File: src/rtl/alu_seq_pkg.sv
// Shared opcode encodings and FSM state type for alu_seq.
package alu_seq_pkg;

  localparam int unsigned SEL_W = 3;

  localparam logic [SEL_W-1:0] OP_ADD = 3'b000;
  localparam logic [SEL_W-1:0] OP_SUB = 3'b001;
  localparam logic [SEL_W-1:0] OP_AND = 3'b010;
  localparam logic [SEL_W-1:0] OP_OR  = 3'b011;
  localparam logic [SEL_W-1:0] OP_NOP = 3'b100;
  localparam logic [SEL_W-1:0] OP_MUL = 3'b101;
  localparam logic [SEL_W-1:0] OP_XOR = 3'b110;
  localparam logic [SEL_W-1:0] OP_SLT = 3'b111;

  typedef enum logic [0:0] {
    ST_IDLE = 1'b0,
    ST_MUL  = 1'b1
  } state_t;

endpackage

File: src/rtl/alu_mul_iter.sv
// Iterative shift-add multiplier: one multiplier bit per cycle, WIDTH cycles.
// o_done_c / o_product_c are combinational and valid on the final iteration
// cycle so the parent can register the full product on that edge.
module alu_mul_iter #(
  parameter int unsigned WIDTH = 16
) (
  input  logic               i_clk,
  input  logic               i_rst_n,
  input  logic               i_start,
  input  logic [WIDTH-1:0]   i_op_a,
  input  logic [WIDTH-1:0]   i_op_b,
  output logic               o_done_c,
  output logic [2*WIDTH-1:0] o_product_c
);

  localparam int unsigned RW = 2 * WIDTH;
  localparam int unsigned CW = $clog2(WIDTH + 1);

  logic [RW-1:0]    r_mcand;
  logic [WIDTH-1:0] r_mplier;
  logic [RW-1:0]    r_acc;
  logic [CW-1:0]    r_cnt;
  logic             r_busy;
  logic [RW-1:0]    w_acc_nxt;
  logic             w_last;

  assign w_acc_nxt   = r_acc + (r_mplier[0] ? r_mcand : RW'(0));
  assign w_last      = r_busy && (r_cnt == CW'(WIDTH - 1));
  assign o_done_c    = w_last;
  assign o_product_c = w_acc_nxt;

  // Load operands on start, then consume one multiplier bit per cycle.
  always_ff @(posedge i_clk or negedge i_rst_n) begin
    if (!i_rst_n) begin
      r_mcand  <= '0;
      r_mplier <= '0;
      r_acc    <= '0;
      r_cnt    <= '0;
      r_busy   <= 1'b0;
    end else if (i_start) begin
      r_mcand  <= RW'(i_op_a);
      r_mplier <= i_op_b;
      r_acc    <= '0;
      r_cnt    <= '0;
      r_busy   <= 1'b1;
    end else if (r_busy) begin
      r_acc    <= w_acc_nxt;
      r_mcand  <= r_mcand << 1;
      r_mplier <= r_mplier >> 1;
      if (w_last) begin
        r_busy <= 1'b0;
        r_cnt  <= '0;
      end else begin
        r_cnt  <= r_cnt + CW'(1);
      end
    end
  end

endmodule

File: src/rtl/alu_seq.sv
// Sequential ALU: single-cycle logic/arith ops, optional multi-cycle multiply.
// Build option: define ALU_SEQ_MUL_EN to implement opcode 101 (MUL);
// otherwise opcode 101 behaves as NOP.
module alu_seq
  import alu_seq_pkg::*;
#(
  parameter int unsigned WIDTH = 16
) (
  input  logic               i_clk,
  input  logic               i_rst_n,
  input  logic               i_valid,
  output logic               o_ready,
  input  logic [WIDTH-1:0]   i_op1,
  input  logic [WIDTH-1:0]   i_op2,
  input  logic [SEL_W-1:0]   selector,
  output logic [2*WIDTH-1:0] Result_op,
  output logic               Zeroflag,
  output logic               Carryflag,
  output logic               o_valid
);

  localparam int unsigned RW = 2 * WIDTH;

  state_t           r_state;
  state_t           w_state_nxt;
  logic             w_accept;
  logic [WIDTH:0]   w_sum;
  logic [WIDTH-1:0] w_diff;
  logic             w_lt;
  logic             w_wr_en;
  logic [RW-1:0]    w_wr_res;
  logic             w_wr_carry;
  logic             w_pulse;
`ifdef ALU_SEQ_MUL_EN
  logic             w_mul_start;
  logic             w_mul_done;
  logic [RW-1:0]    w_mul_product;
`endif

  assign w_accept = i_valid && o_ready;
  assign w_sum    = {1'b0, i_op1} + {1'b0, i_op2};
  assign w_diff   = i_op1 - i_op2;
  assign w_lt     = (i_op1 < i_op2);

`ifdef ALU_SEQ_MUL_EN
  assign w_mul_start = w_accept && (selector == OP_MUL);

  alu_mul_iter #(.WIDTH(WIDTH)) u_mul (
    .i_clk       (i_clk),
    .i_rst_n     (i_rst_n),
    .i_start     (w_mul_start),
    .i_op_a      (i_op1),
    .i_op_b      (i_op2),
    .o_done_c    (w_mul_done),
    .o_product_c (w_mul_product)
  );
`endif

  // State register.
  always_ff @(posedge i_clk or negedge i_rst_n) begin
    if (!i_rst_n) r_state <= ST_IDLE;
    else          r_state <= w_state_nxt;
  end

  // Next-state: only an accepted MUL leaves IDLE; MUL returns when done.
  always_comb begin
    w_state_nxt = r_state;
    case (r_state)
      ST_IDLE: begin
`ifdef ALU_SEQ_MUL_EN
        if (w_mul_start) w_state_nxt = ST_MUL;
`endif
      end
      ST_MUL: begin
`ifdef ALU_SEQ_MUL_EN
        if (w_mul_done) w_state_nxt = ST_IDLE;
`else
        w_state_nxt = ST_IDLE;
`endif
      end
      default: w_state_nxt = ST_IDLE;
    endcase
  end

  // Outputs decoded from state plus result-write selection.
  always_comb begin
    o_ready    = (r_state == ST_IDLE);
    w_wr_en    = 1'b0;
    w_wr_res   = '0;
    w_wr_carry = 1'b0;
    w_pulse    = 1'b0;
    if (w_accept) begin
      w_pulse = 1'b1;
      case (selector)
        OP_ADD: begin w_wr_en = 1'b1; w_wr_res = RW'(w_sum);  w_wr_carry = w_sum[WIDTH]; end
        OP_SUB: begin w_wr_en = 1'b1; w_wr_res = RW'(w_diff); w_wr_carry = w_lt;         end
        OP_AND: begin w_wr_en = 1'b1; w_wr_res = RW'(i_op1 & i_op2); end
        OP_OR:  begin w_wr_en = 1'b1; w_wr_res = RW'(i_op1 | i_op2); end
        OP_XOR: begin w_wr_en = 1'b1; w_wr_res = RW'(i_op1 ^ i_op2); end
        OP_SLT: begin w_wr_en = 1'b1; w_wr_res = RW'(w_lt);   w_wr_carry = w_lt;         end
`ifdef ALU_SEQ_MUL_EN
        OP_MUL: w_pulse = 1'b0;
`endif
        default: ;
      endcase
    end
`ifdef ALU_SEQ_MUL_EN
    if (w_mul_done) begin
      w_wr_en  = 1'b1;
      w_wr_res = w_mul_product;
      w_pulse  = 1'b1;
    end
`endif
  end

  // Result/flag registers hold between writes; o_valid is a one-cycle pulse.
  always_ff @(posedge i_clk or negedge i_rst_n) begin
    if (!i_rst_n) begin
      Result_op <= '0;
      Zeroflag  <= 1'b0;
      Carryflag <= 1'b0;
      o_valid   <= 1'b0;
    end else begin
      o_valid <= w_pulse;
      if (w_wr_en) begin
        Result_op <= w_wr_res;
        Zeroflag  <= (w_wr_res == '0);
        Carryflag <= w_wr_carry;
      end
    end
  end

endmodule

File: config.mk
export PLATFORM = sky130hd
export DESIGN_NAME = alu_seq
export DESIGN_NICKNAME = d
export VERILOG_FILES = /design/src/rtl/alu_seq_pkg.sv /design/src/rtl/alu_mul_iter.sv /design/src/rtl/alu_seq.sv
export SDC_FILE = /design/constraint.sdc
export NUM_CORES = 1
export LEC_CHECK = 0
export ABC_AREA = 1
export ABC_CLOCK_PERIOD_IN_PS = 1000
export CORE_MARGIN = 3
export CORE_UTILIZATION = 35
export DETAILED_ROUTE_END_ITERATION = 7
export SLEW_MARGIN = 20
export SYNTH_ARGS = -nofsm -noshare
export SYNTH_HDL_FRONTEND = slang
export SYNTH_SLANG_ARGS = --single-unit
File: constraint.sdc
create_clock -name i_clk -period 1 [get_ports i_clk]
set_input_delay 0.1 -clock i_clk [delete_from_list [all_inputs] [get_ports i_clk]]
set_output_delay 0.1 -clock i_clk [all_outputs]
set_load 0.01 [all_outputs]
After elaboration in Yosys (flattened, before gate mapping)
Cells that the tools add are included.
Storage, ports and cells
  bits of input ports: 38
  word-level logic and storage cells: 26
  register bits after elaboration: 35
  output and inout bits: 36
Operators by class
  mux-type cells: 7
  equality and inequality tests: 5
  $lt $le $gt $ge: 1
  bitwise logic cells: 3
  add/sub/neg operators: 2
  reductions and logical operators: 4
Operator list (number)
  $pmux 17 s6: 1
  $logic_not 32->1: 1
  $add 16x16->17: 1
  $mux 17: 1
  $and 16x16->16: 1
  $lt 16x16->1: 1
  $or 16x16->16: 1
  $sub 16x16->16: 1
  $xor 16x16->16: 1
  $eq 3x2->1 const B: 2
  $eq 3x3->1 const B: 2
  $reduce_or 6->1: 1
  $mux 1: 4
  $eq 3x1->1 const B: 1
  $logic_not 3->1: 1
  $pmux 1 s2: 1
  $reduce_or 2->1: 1

Depth between registers and ports, before layout
  depth after elaboration: 4
  mapped depth: 20
  depth with buffers taken out: 19

Worst setup path after synthesis
Ideal clock, no wire load.
  path type: input to register
  start point: in i_op1[0]
  end point: reg Zeroflag
  arrival time: 1.708 ns
  stages on the path: 18
  required time: 0.934 ns
  path slack: -0.774 ns
  path buffers: 0
  setup time: 0.066 ns
  cells stage by stage: inv_1 -> ha_1 -> fa_1 -> inv_1 -> nand2_1 -> nand3_1 -> nand2_1 -> nand2_1 -> nand2_1 -> nand3_1 -> nand2_1 -> nand2_1 -> nand2_1 -> nor2_1 -> nand2_1 -> nor2_1 -> nand3_1 -> nand2_1
On the way
  word-level cells in the longest chain between the ends: 4
  elaborated cells on any way between the ends: 9
  those cells by class: add/sub: 2; order compare: 1; mux: 2; bitwise: 3; reduce/logical: 1
RTL lines
  start: declaration: line alu_seq.sv:13  | input logic [WIDTH-1:0] i_op1,
  $sub 16x16->16, or another cell as far along: line alu_seq.sv:42  | assign w_diff = i_op1 - i_op2;
  $pmux 17 s6 (*): line alu_seq.sv:94  | case (selector)
  $mux 17 (*): line alu_seq.sv:92  | if (w_accept) begin
  $logic_not 32->1 (*): line alu_seq.sv:127  | Zeroflag <= (w_wr_res == '0);
  end signal: assignment: line alu_seq.sv:127
  end: declaration: line alu_seq.sv:17  | output logic Zeroflag,
Every way passes the cells marked *; elsewhere a longest branch is shown, timed or not.
A chain may end at the register's enable or synchronous reset.

Worst setup path in the final report
  start point: in i_op2[3]
  end point: reg Zeroflag
On the way
  word-level cells in the longest chain between the ends: 4
  elaborated cells on any way between the ends: 9
  those cells by class: add/sub: 2; order compare: 1; mux: 2; bitwise: 3; reduce/logical: 1
RTL lines
  start: declaration: line alu_seq.sv:14  | input logic [WIDTH-1:0] i_op2,
  $sub 16x16->16, or another cell as far along: line alu_seq.sv:42
  $pmux 17 s6 (*): line alu_seq.sv:94
  $mux 17 (*): line alu_seq.sv:92
  $logic_not 32->1 (*): line alu_seq.sv:127
Marks and branches as above.

==> metrics.txt <==
area share of the largest cell type after synthesis=22.1%; Finished Cell Area=7010 um2; total count of hold-check failures in the final report=0; cell type with the largest total area after synthesis=sky130_fd_sc_hd__nand2_1; clock skew after layout=0 ns; startpoint type of the worst setup path=input port; power per standard cell area=754 nW/um2; TritonCTS clock tree=built; per-instance average area after synthesis=5.73 um2; antenna violations before repair=0; Sequential cell area=500 um2; Max Transition Viols Final=0; ranking of synthesized cells by area=sky130_fd_sc_hd__nand2_1 (22%), sky130_fd_sc_hd__ha_1 (18%), sky130_fd_sc_hd__dfrtp_1 (13%), sky130_fd_sc_hd__inv_1 (12%), sky130_fd_sc_hd__nand3_1 (10%); GRT Residual Overflow=0; Remaining DRCs=0; number of rows in the core area=37; highest clock frequency the design can meet=0.598 GHz; class of the tightest hold or removal check=in -> async; global placement routability congestion=0.872; clock buffer depth=2; chip height=110 um; Critical Setup Path Class=in -> reg; average routed wire per standard cell=13.6 um; share of the clock period used by the worst path after layout=167%; Detailed Place HPWL=10.7 mm; global-route total usage across every layer=22.3%; worst hold-check slack=0.185 ns; H-tree depth=1; CTS Buf Count=3; number of nets in the final layout=984; count of distinct cell types in the synthesized netlist=29; Post-synth EDFFs=0; worst slack at placement=-1.52 ns; synthesized cell area=3800 um2; final setup violating endpoints=19; sequential-to-total area share from yosys stat=13.2%; minimum clock period=1.67 ns; most used cells in the layout excluding fill and tap cells=sky130_fd_sc_hd__buf_4 (160), sky130_fd_sc_hd__nand2_1 (141), sky130_fd_sc_hd__nand2_2 (67), sky130_fd_sc_hd__inv_1 (59), sky130_fd_sc_hd__inv_2 (50); smallest setup slack after layout=-0.672 ns; yosys warns=0; average vias per placed instance=4.82; port bufs=57; Pre-antenna DRT Iters=5; largest net degree at the start of global routing=21; clock slew at reported path FFs=0.07 ns; violated checks=setup timing; Seq cells post-synth=20; Post-DRT Antenna Nets=0; count of mapped cells out of synthesis=663; maximum vdd drop=0.723 mV; number of DRC markers after the initial detailed-route iteration=232; most common library cell in the layout ignoring fill and taps=sky130_fd_sc_hd__buf_4; diode count=0; critical path capture point type=flip-flop; first-pass GRT wire length=21.6 mm; vias in the first global route=4633; via count=4931; placed cell areas=5690 um2; result of the run=finished with violations; fill cell instance count of the final layout=934; Design Power=5.28 mW; area of the core region=10500 um2; layout cells sized above 1=56.7%; number of top-level pins=74; starting density of the core=36.3%; DP Cell Count=968; overall die width=110 um; Arrival @ worst endpoint=1.87 ns; final core area utilization=67.0%; hold buffers post-CTS=0; routed wire length=13.9 mm; share of flip-flops with an asynchronous set or reset=100%; Worst Path Required=1.20 ns; LEAKAGE=3.76 nW; layout overhead on the synthesized area=84.5%; Finished Layout Cells=1023; Max-Cap Viols=0; Sink Count=20; latest clock arrival within the worst-skew pair=0.25 ns; Root Buffer Master=sky130_fd_sc_hd__clkbuf_8; area of the die=12100 um2; Critical Path Fanout Max=6; setup repair after global routing missed its margin=yes; area of the multi-input gates=3710 um2; setup TNS=-8.93 ns; Main synth FF type=sky130_fd_sc_hd__dfrtp_1
[Yosys cell counts, drive strengths merged (5+ instances only)]
cell,count
a21oi,31
o22ai,14
nor3,5
nor2,41
ha,55
and2,6
buf,33
nand2,224
o21ai,7
nand3,79
dfrtp,20
inv,127
nand4,6
[what timing repair did]
action	CTS	global route
gates cloned	0	0
buffers inserted	40	18
gates resized for setup	388	103
pin swaps	136	74
endpoints found under the setup margin	39	28
[final cells by class]
type / count / share of cell area [%]
sequential: 20 / 7.14
multi-input combinational: 494 / 52.9
timing repair buffer: 243 / 29.1
tap: 136 / 2.43
clock buffer: 3 / 0.589
inverter: 127 / 7.89
[sequential cells by signal, summed over array words and instances (netlist names)]
| signal | cells |
|---|---|
| Zeroflag | 1 |
| o_valid | 1 |
| Carryflag | 1 |
| Result_op | 17 |
[logic make-up (layout without fill, tap and decap cells)]
group / Yosys count / in the layout / share of synthesized area [%]
flops: 20 / 20 / 13.2
fa+ha+maj: 57 / 57 / 19.2
compound gates: 59 / 59 / 8.66
simple gates: 362 / 362 / 39.8
buf+inv: 163 / 373 / 19.1
other cells: 2 / 16 / 0.198
[power by group]
| part | internal, mW | switching (mW) | leakage [nW] |
|---|---|---|---|
| clock network | 0.267 | 0.236 | 0.0216 |
| logic | 1.81 | 1.97 | 3.48 |
| registers | 0.931 | 0.0646 | 0.253 |
| total | 3.01 | 2.27 | 3.76 |
[worst max-delay path, cell delays in order]
cell	delay [ns]
sky130_fd_sc_hd__buf_8	0.08
sky130_fd_sc_hd__inv_4	0.03
sky130_fd_sc_hd__ha_4	0.32
sky130_fd_sc_hd__buf_6	0.12
sky130_fd_sc_hd__nand2_4	0.05
sky130_fd_sc_hd__nor2_1	0.09
sky130_fd_sc_hd__nand3_1	0.12
sky130_fd_sc_hd__nand2_2	0.17
sky130_fd_sc_hd__nand2_2	0.07
sky130_fd_sc_hd__nand3_2	0.07
sky130_fd_sc_hd__nand3_2	0.12
sky130_fd_sc_hd__nand2_2	0.10
sky130_fd_sc_hd__nand2_1	0.06
sky130_fd_sc_hd__nor2_1	0.10
sky130_fd_sc_hd__nand2_1	0.06
sky130_fd_sc_hd__nor2_1	0.10
sky130_fd_sc_hd__nand3_1	0.07
sky130_fd_sc_hd__nand2_1	0.07
[per-layer routing]
metal,global-route usage [%],up-vias,routed length [um]
met5,0,-,0
met4,3.61,0,159
met3,0.175,12,632
met2,39.8,132,6860
met1,30.8,2303,6250
li1,-,2484,-
[worst paths after layout]
path / end / slack [ns] / start / cells past startpoint
setup / recovery: Zeroflag / -0.67 / i_op2[3] / 18
hold reg to reg: Result_op[15] / 0.49 / Result_op[15] / 2
setup reg to reg: Result_op[9] / 0.34 / Result_op[9] / 2
max in group asynchronous: Result_op[8] / 0.61 / i_rst_n / 2
min in group i_clk: o_valid / 0.37 / i_valid / 2
hold / removal: Result_op[11] / 0.18 / i_rst_n / 2
Power figures use the tool's default switching activity.
